[config.mk]
export PLATFORM = sky130hd
export DESIGN_NAME = fetch_sequencer
export DESIGN_NICKNAME = d
export VERILOG_FILES = /design/src/rtl/fetch_sequencer.sv
export SDC_FILE = /design/constraint.sdc
export NUM_CORES = 1
export LEC_CHECK = 0
export CAP_MARGIN = 0
export CORE_UTILIZATION = 40
export CTS_BUF_LIST = sky130_fd_sc_hd__clkbuf_8 sky130_fd_sc_hd__clkbuf_16
export DETAILED_ROUTE_END_ITERATION = 10
export HOLD_SLACK_MARGIN = 0.1
export MAX_ROUTING_LAYER = met4
export PLACE_DENSITY = 0.72
export SLEW_MARGIN = 40
export SYNTH_ARGS = -nofsm -noshare
export SYNTH_HDL_FRONTEND = slang
export SYNTH_SLANG_ARGS = --single-unit
export TNS_END_PERCENT = 100
[constraint.sdc]
create_clock -name clk -period 2 [get_ports clk]
set_clock_uncertainty 0.1 [all_clocks]
set_input_delay 0.3 -clock clk [delete_from_list [all_inputs] [get_ports clk]]
set_output_delay 0.3 -clock clk [all_outputs]
set_load 0.05 [all_outputs]
[src/rtl/fetch_sequencer.sv]
// fetch_sequencer: instruction-fetch controller. Owns the PC, addresses the
// combinational instruction ROM and registers the fetched instruction into
// the IF/ID stage. Sequences stall, redirect (branch/jump) and halt.
module fetch_sequencer #(
    parameter logic [15:0] RESET_PC    = 16'd1,
    parameter logic [4:0]  HALT_OPCODE = 5'b11010
) (
    input  logic        clk,
    input  logic        reset,
    input  logic        stall,
    input  logic        redirect_valid,
    input  logic [15:0] redirect_pc,
    output logic [15:0] rom_pc,
    input  logic [8:0]  rom_instruction,
    output logic        if_valid,
    output logic [8:0]  if_instruction,
    output logic [15:0] if_pc,
    output logic        halted,
    output logic [15:0] fetch_count
);

    typedef enum logic {RUN, HALTED} state_t;

    // Halt encoding doubles as the reset value of the IF/ID instruction.
    localparam logic [8:0] HALT_INSTR = {HALT_OPCODE, 4'h0};

    state_t      state, state_n;
    logic [15:0] pc, pc_n;
    logic        valid_n;
    logic [8:0]  instr_n;
    logic [15:0] ipc_n;
    logic [15:0] count_n;
    logic        is_halt;

    assign is_halt = (rom_instruction[8:4] == HALT_OPCODE);

    // rom_pc is the bare PC register: no combinational path from inputs.
    assign rom_pc = pc;
    assign halted = (state == HALTED);

    // State and datapath registers; reset restores everything at once.
    always_ff @(posedge clk) begin
        if (reset) begin
            state          <= RUN;
            pc             <= RESET_PC;
            if_valid       <= 1'b0;
            if_instruction <= HALT_INSTR;
            if_pc          <= 16'd0;
            fetch_count    <= 16'd0;
        end else begin
            state          <= state_n;
            pc             <= pc_n;
            if_valid       <= valid_n;
            if_instruction <= instr_n;
            if_pc          <= ipc_n;
            fetch_count    <= count_n;
        end
    end

    // Next-state: redirect beats stall beats normal fetch; HALTED drains the
    // issued halt to a bubble once decode accepts it.
    always_comb begin
        state_n = state;
        pc_n    = pc;
        valid_n = if_valid;
        instr_n = if_instruction;
        ipc_n   = if_pc;
        count_n = fetch_count;
        if (redirect_valid) begin
            // Flushed slot becomes a bubble; old if_* contents are kept.
            state_n = RUN;
            pc_n    = redirect_pc;
            valid_n = 1'b0;
        end else begin
            case (state)
                RUN: begin
                    if (!stall) begin
                        instr_n = rom_instruction;
                        ipc_n   = pc;
                        valid_n = 1'b1;
                        count_n = fetch_count + 16'd1;
                        if (is_halt) begin
                            state_n = HALTED;
                        end else begin
                            pc_n = pc + 16'd1;
                        end
                    end
                end
                HALTED: begin
                    if (!stall) begin
                        valid_n = 1'b0;
                    end
                end
                default: state_n = RUN;
            endcase
        end
    end

endmodule

Word-level counts from Yosys, hierarchy flattened
Cells that the tools add are included.
{"block": "classes", "addsub": 2, "mul": 0, "n_div": 0, "order_cmp": 0, "n_eq_ne": 6, "shifts": 0, "n_mux": 10, "bitwise_logic": 3, "reduce_logical": 4}
{"op": "two-way mux 16 bit", "count": 4}
{"op": "adder 16 x 1 -> 16 bit (second input constant)", "count": 2}
{"op": "inequality test 2 bit (second input constant)", "count": 4}
{"op": "AND reduction 3 bit", "count": 2}
{"op": "equality test 5 bit (second input constant)", "count": 1}
{"op": "two-way mux 1 bit", "count": 5}
{"op": "NOT 1 bit", "count": 3}
{"op": "inequality test 2 x 1 -> 1 bit (second input constant)", "count": 1}
{"op": "one-hot mux 1 bit (2 select lines)", "count": 1}
{"op": "AND reduction 2 bit", "count": 1}
{"op": "OR reduction 2 bit", "count": 1}
{"block": "word_totals", "regBits": 59, "latchBits": 0, "mem_bits_rw": 0, "rom_bits": 0, "inputBits": 29, "output_inout_bits": 59, "word_cells": 31, "mem_count": 0}

Logic depth before layout (Yosys ltp)
Gate-level depths: netlist (run 1).
{"block": "depth", "ltp_word": 5, "depth_mapped": 6, "ltp_nobuf": 5}

Worst setup path after synthesis (run 1)
OpenSTA, ideal clock, no wires.
{"block": "synth_path", "path_type": "register -> register", "startpoint": "register pc[0] (netlist: rom_pc[0])", "endpoint": "register pc[14] (netlist: rom_pc[14])", "setup_time_ps": 74, "t_arrival_ps": 2013, "t_required_ps": 1826, "slack_ps": -187, "path_stages_with_launch": 6, "path_buffers": 0, "period_less_slack_ps": 2187, "path_cell_list": "dfxtp_1 -> ha_1 -> nand4_1 -> or2_2 -> or4_1 -> a31oi_1"}
{"block": "synth_between", "elab_chain_cells": 5}
{"item": "start, declared", "line_no": "28", "text": "logic [15:0] pc, pc_n;"}
{"item": "start signal, assigned", "line_no": "52", "text": "pc <= pc_n;"}
{"item": "adder 16 x 1 -> 16 bit", "line_no": "85", "text": "pc_n = pc + 16'd1;"}
{"item": "two-way mux 16 bit", "line_no": "82", "text": "if (is_halt) begin"}
{"item": "two-way mux 16 bit", "line_no": "77", "text": "if (!stall) begin"}
{"item": "two-way mux 16 bit", "line_no": "75", "text": "case (state)"}
{"item": "two-way mux 16 bit", "line_no": "69", "text": "if (redirect_valid) begin"}
No other way between the ends. The select of a mux whose other input is x is not followed.
A chain may end at the register's enable or synchronous reset.

Worst setup path after layout (run 1)
{"block": "layout_path", "startpoint": "register fetch_count[3]", "endpoint": "output fetch_count[3]"}
{"item": "start, declared", "line_no": "19", "text": "output logic [15:0] fetch_count"}
{"item": "start signal, assigned", "line_no": "56", "text": "fetch_count <= count_n;"}
No word-level cell between the ends.

==> flow_summary.rst, run 1 <==
.. list-table::
   :header-rows: 1

   * - Metric
     - Value
   * - Result of the run
     - completed
   * - I/O pin total
     - 88
   * - Router iterations before antenna repair
     - 4
   * - Worst-path clk slew
     - 70 ps
   * - Proportion of synthesized chip area in sequential cells
     - 44.8%
   * - Sort of element at the start of the critical path
     - flop
   * - Number of CTS-inserted buffers
     - 9
   * - Endpoint of the lowest-slack register-to-register path
     - rom_pc[14]
   * - Setup crit end
     - fetch_count[3]
   * - Initial Util
     - 41.5%
   * - Final cell utilization of the core
     - 62.8%
   * - Internal reg-to-reg setup slack
     - 150 ps
   * - Final non-filler cell total
     - 516
   * - Kind of capture point of the worst setup path
     - primary output
   * - Worst Path Buf+Inv
     - 1
   * - Diodes inserted
     - 0
   * - Worst r2r path cells
     - 5
   * - Power density normalized to cell area
     - 723 nW/µm²
   * - RSZ-0062 raised after global routing
     - false
   * - Gate Count Post-Synth
     - 321
   * - Number of enable flip-flop cells after synthesis
     - 0
   * - Floorplan Core Area
     - 6350 µm²
   * - First-pass GRT wire length
     - 12.3 mm
   * - Final worst slack
     - 47.2 ps
   * - Predominant post-synthesis flop cell
     - sky130_fd_sc_hd__dfxtp_1
   * - Class of the worst hold path
     - in -> reg
   * - Worst-case clock buffer depth
     - 2
   * - Top cell family by delay on the critical path
     - buffers and inverters
   * - Largest net degree at the start of global routing
     - 31
   * - Most used standard cell by instance count after synthesis
     - sky130_fd_sc_hd__nand2_1
   * - CP max stage delay
     - 820 ps
   * - Horizontal extent of the die
     - 83.2 µm
   * - Routability Congestion
     - 0.957
   * - Crit path kind
     - reg -> out
   * - # nets final
     - 465
   * - Wirelength per Cell
     - 14.6 µm
   * - Worst slack on hold paths
     - 343 ps
   * - Final critical path time including I/O delays and setup
     - 1950 ps
   * - Static Leak
     - 0.00158 µW
   * - Top cells by area in the synthesized netlist
     - sky130_fd_sc_hd__dfxtp_1 (45%), sky130_fd_sc_hd__nand2_1 (8.7%), sky130_fd_sc_hd__a21oi_1 (6.5%)
   * - Number of unique standard cell types used by synthesis
     - 47
   * - Final number of hold-violating endpoints
     - 0
   * - Number of post-CTS setup repair buffers
     - 0
   * - Slowest stage cell on the critical path
     - sky130_fd_sc_hd__clkdlybuf4s50_1
   * - Initial antenna violation count
     - 0
   * - Commonest cells in the synthesized netlist
     - sky130_fd_sc_hd__nand2_1 (61), sky130_fd_sc_hd__dfxtp_1 (59), sky130_fd_sc_hd__a21oi_1 (34)
   * - Number of logic stages on the critical path including buffering
     - 1
   * - Count of H-tree levels built during CTS
     - 3
   * - Overall track demand over capacity in global routing
     - 22.7%
   * - Number of storage elements in the synthesis netlist
     - 59
   * - Cell at the root of the clock tree
     - sky130_fd_sc_hd__clkbuf_8
   * - Post-Route WL
     - 7.52 mm
   * - Clock tree from TritonCTS
     - done
   * - Setup WS pre-CTS
     - -313 ps
   * - Number of global-route vias before repair
     - 2561
   * - List of cells traversed by the critical path
     - clkdlybuf4s50_1
   * - Final number of setup-violating endpoints
     - 0
   * - Number of sinks driven by the clock tree
     - 59
   * - Maximum clock frequency
     - 512 MHz
   * - Ratio of routed vias to standard cells
     - 5.35
   * - Maximum net fanout on the critical path
     - 7
   * - Average cell area after synthesis
     - 8.22 µm²
   * - Largest area contributor in the synthesized netlist
     - sky130_fd_sc_hd__dfxtp_1
   * - Post-route antenna net violation count
     - 0
   * - Cell row count
     - 29
   * - Count of maximum capacitance violations
     - 0
   * - Netlist area before placement
     - 2640 µm²
   * - Final count of pins violating max slew
     - 0
   * - Synth Net Count
     - 352
   * - Number of port buffers
     - 87
   * - Reg-to-Reg Start
     - rom_pc[1]
   * - Worst ir drop on vdd
     - 473 µV
   * - Ratio of cells with drive above 1 in the final layout
     - 18.7%
   * - Share of flip-flops with an asynchronous set or reset after synthesis
     - 0%
   * - Required time reported for the critical path endpoint
     - 1600 ps
   * - Initial DRC count
     - 129
   * - Slew at the pin closest to its max-slew limit
     - 572 ps
   * - Area fraction of the dominant cell type after synthesis
     - 44.8%
   * - Die boundary height
     - 83.2 µm
   * - Routed via count
     - 2760
   * - GR Overflow Total
     - 0
   * - Die area
     - 6920 µm²
   * - Total Power Consumption
     - 2880 µW
   * - Synth-to-Final Area Change
     - 51.2%
   * - Count of placed standard cells including taps
     - 500
   * - Number of warnings printed during yosys synthesis
     - 0
   * - Startpoint of the most critical setup path
     - fetch_count[3]
   * - Max_slew headroom
     - 61.9%
   * - Final cycle utilization of the critical path
     - 97.6%
   * - Worst-Skew Late Latency
     - 340 ps
   * - Critical Path AT
     - 1550 ps
   * - Total DRC errors in the routed layout
     - 0
   * - DP Wirelength
     - 5.35 mm
routing by layer:
| layer | track usage, % | wire length [µm] |
|---|---|---|
| met1 | 31.2 | 3690 |
| met2 | 32.6 | 3360 |
| met3 | 4.08 | 321 |
| met4 | 9.72 | 151 |
| met5 | - | 0 |
state kept, by name, summed over array words and instances (netlist names):
| signal | cells |
|---|---|
| fetch_count | 16 |
| if_valid | 1 |
| rom_pc | 16 |
| halted | 1 |
| if_instruction | 9 |
| if_pc | 16 |
cell families after synthesis:
family          count (synthesis)  synth area share (%)
simple gates                  141                  27.2
compound gates                 76                  18.0
flops                          59                  44.8
buf+inv                        29                  4.41
xor+xnor                       14                  4.65
fa+ha+maj                       2                 0.949
power by group:
group,switching [µW],internal [µW]
clock network,481,598
registers,37.9,1220
logic,329,213
total,848,2030
placed cells by master, fill, tap and decap left out, types with 4 or more instances in the layout:
cell type                         Yosys  layout
sky130_fd_sc_hd__and4_1               7       7
sky130_fd_sc_hd__dlygate4sd2_1        0       5
sky130_fd_sc_hd__or3_1                8       8
sky130_fd_sc_hd__o21ai_0              8       8
sky130_fd_sc_hd__dfxtp_1             59      49
sky130_fd_sc_hd__clkdlybuf4s50_1      0      60
sky130_fd_sc_hd__buf_4                0      48
sky130_fd_sc_hd__dlymetal6s2s_1       0       6
sky130_fd_sc_hd__dfxtp_2              0      10
sky130_fd_sc_hd__nand4_1              9       9
sky130_fd_sc_hd__nor3_1               5       5
sky130_fd_sc_hd__inv_1                9      10
sky130_fd_sc_hd__a31oi_1              5       5
sky130_fd_sc_hd__xnor2_1              9       9
sky130_fd_sc_hd__a311oi_1             4       4
sky130_fd_sc_hd__a21oi_1             34      34
sky130_fd_sc_hd__nand2_1             61      61
sky130_fd_sc_hd__nor2_1              17      16
sky130_fd_sc_hd__xor2_1               5       5
sky130_fd_sc_hd__a211oi_1             5       5
sky130_fd_sc_hd__nand3_1             10      10
sky130_fd_sc_hd__clkbuf_8             0      10
worst min-delay path by stage:
stage	startpoint	to	slack [ps]	cells past startpoint
6_report	reset	fetch_count[0]	340	2
5_1_grt	reset	fetch_count[2]	360	2
4_1_cts	reset	fetch_count[5]	330	2
3_5_place_dp	if_pc[1]	if_pc[1]	350	2
3_3_place_gp	if_pc[7]	if_pc[7]	340	2
2_1_floorplan	reset	rom_pc[11]	290	1
through the flow:
step                      instance area [µm²]  setup TNS, ps
after global placement                   3770          -3420
after detailed placement                 3770          -4720
final                                    3990              0
after floorplan                          2650              0
after CTS                                3950              0
after global routing                     3990              0
area by class of cell:
type / instances / area, µm²
well taps: 77 / 96.3
inverters: 10 / 37.5
repair buffers: 121 / 1100
clock buffers: 10 / 138
fillers: 565 / 2360
flip-flops and latches: 59 / 1190
multi-input cells: 233 / 1360
clock inverters: 6 / 56.3
repair_timing:
item	in CTS	in global routing
setup endpoints to repair	5	12
resized for setup	5	11
hold buffers	0	0
Note: power is estimated with default switching activity, not from simulation.
==> run 2, diff against run 1 <==
--- a/config.mk
+++ b/config.mk
@@ -12,7 +12,7 @@
 export HOLD_SLACK_MARGIN = 0.1
 export MAX_ROUTING_LAYER = met4
 export PLACE_DENSITY = 0.72
-export SLEW_MARGIN = 40
+export SLEW_MARGIN = 20
 export SYNTH_ARGS = -nofsm -noshare
 export SYNTH_HDL_FRONTEND = slang
 export SYNTH_SLANG_ARGS = --single-unit
==> results of run 2 <==
The final DEF is identical to that of run 1; final timing and power are the same.
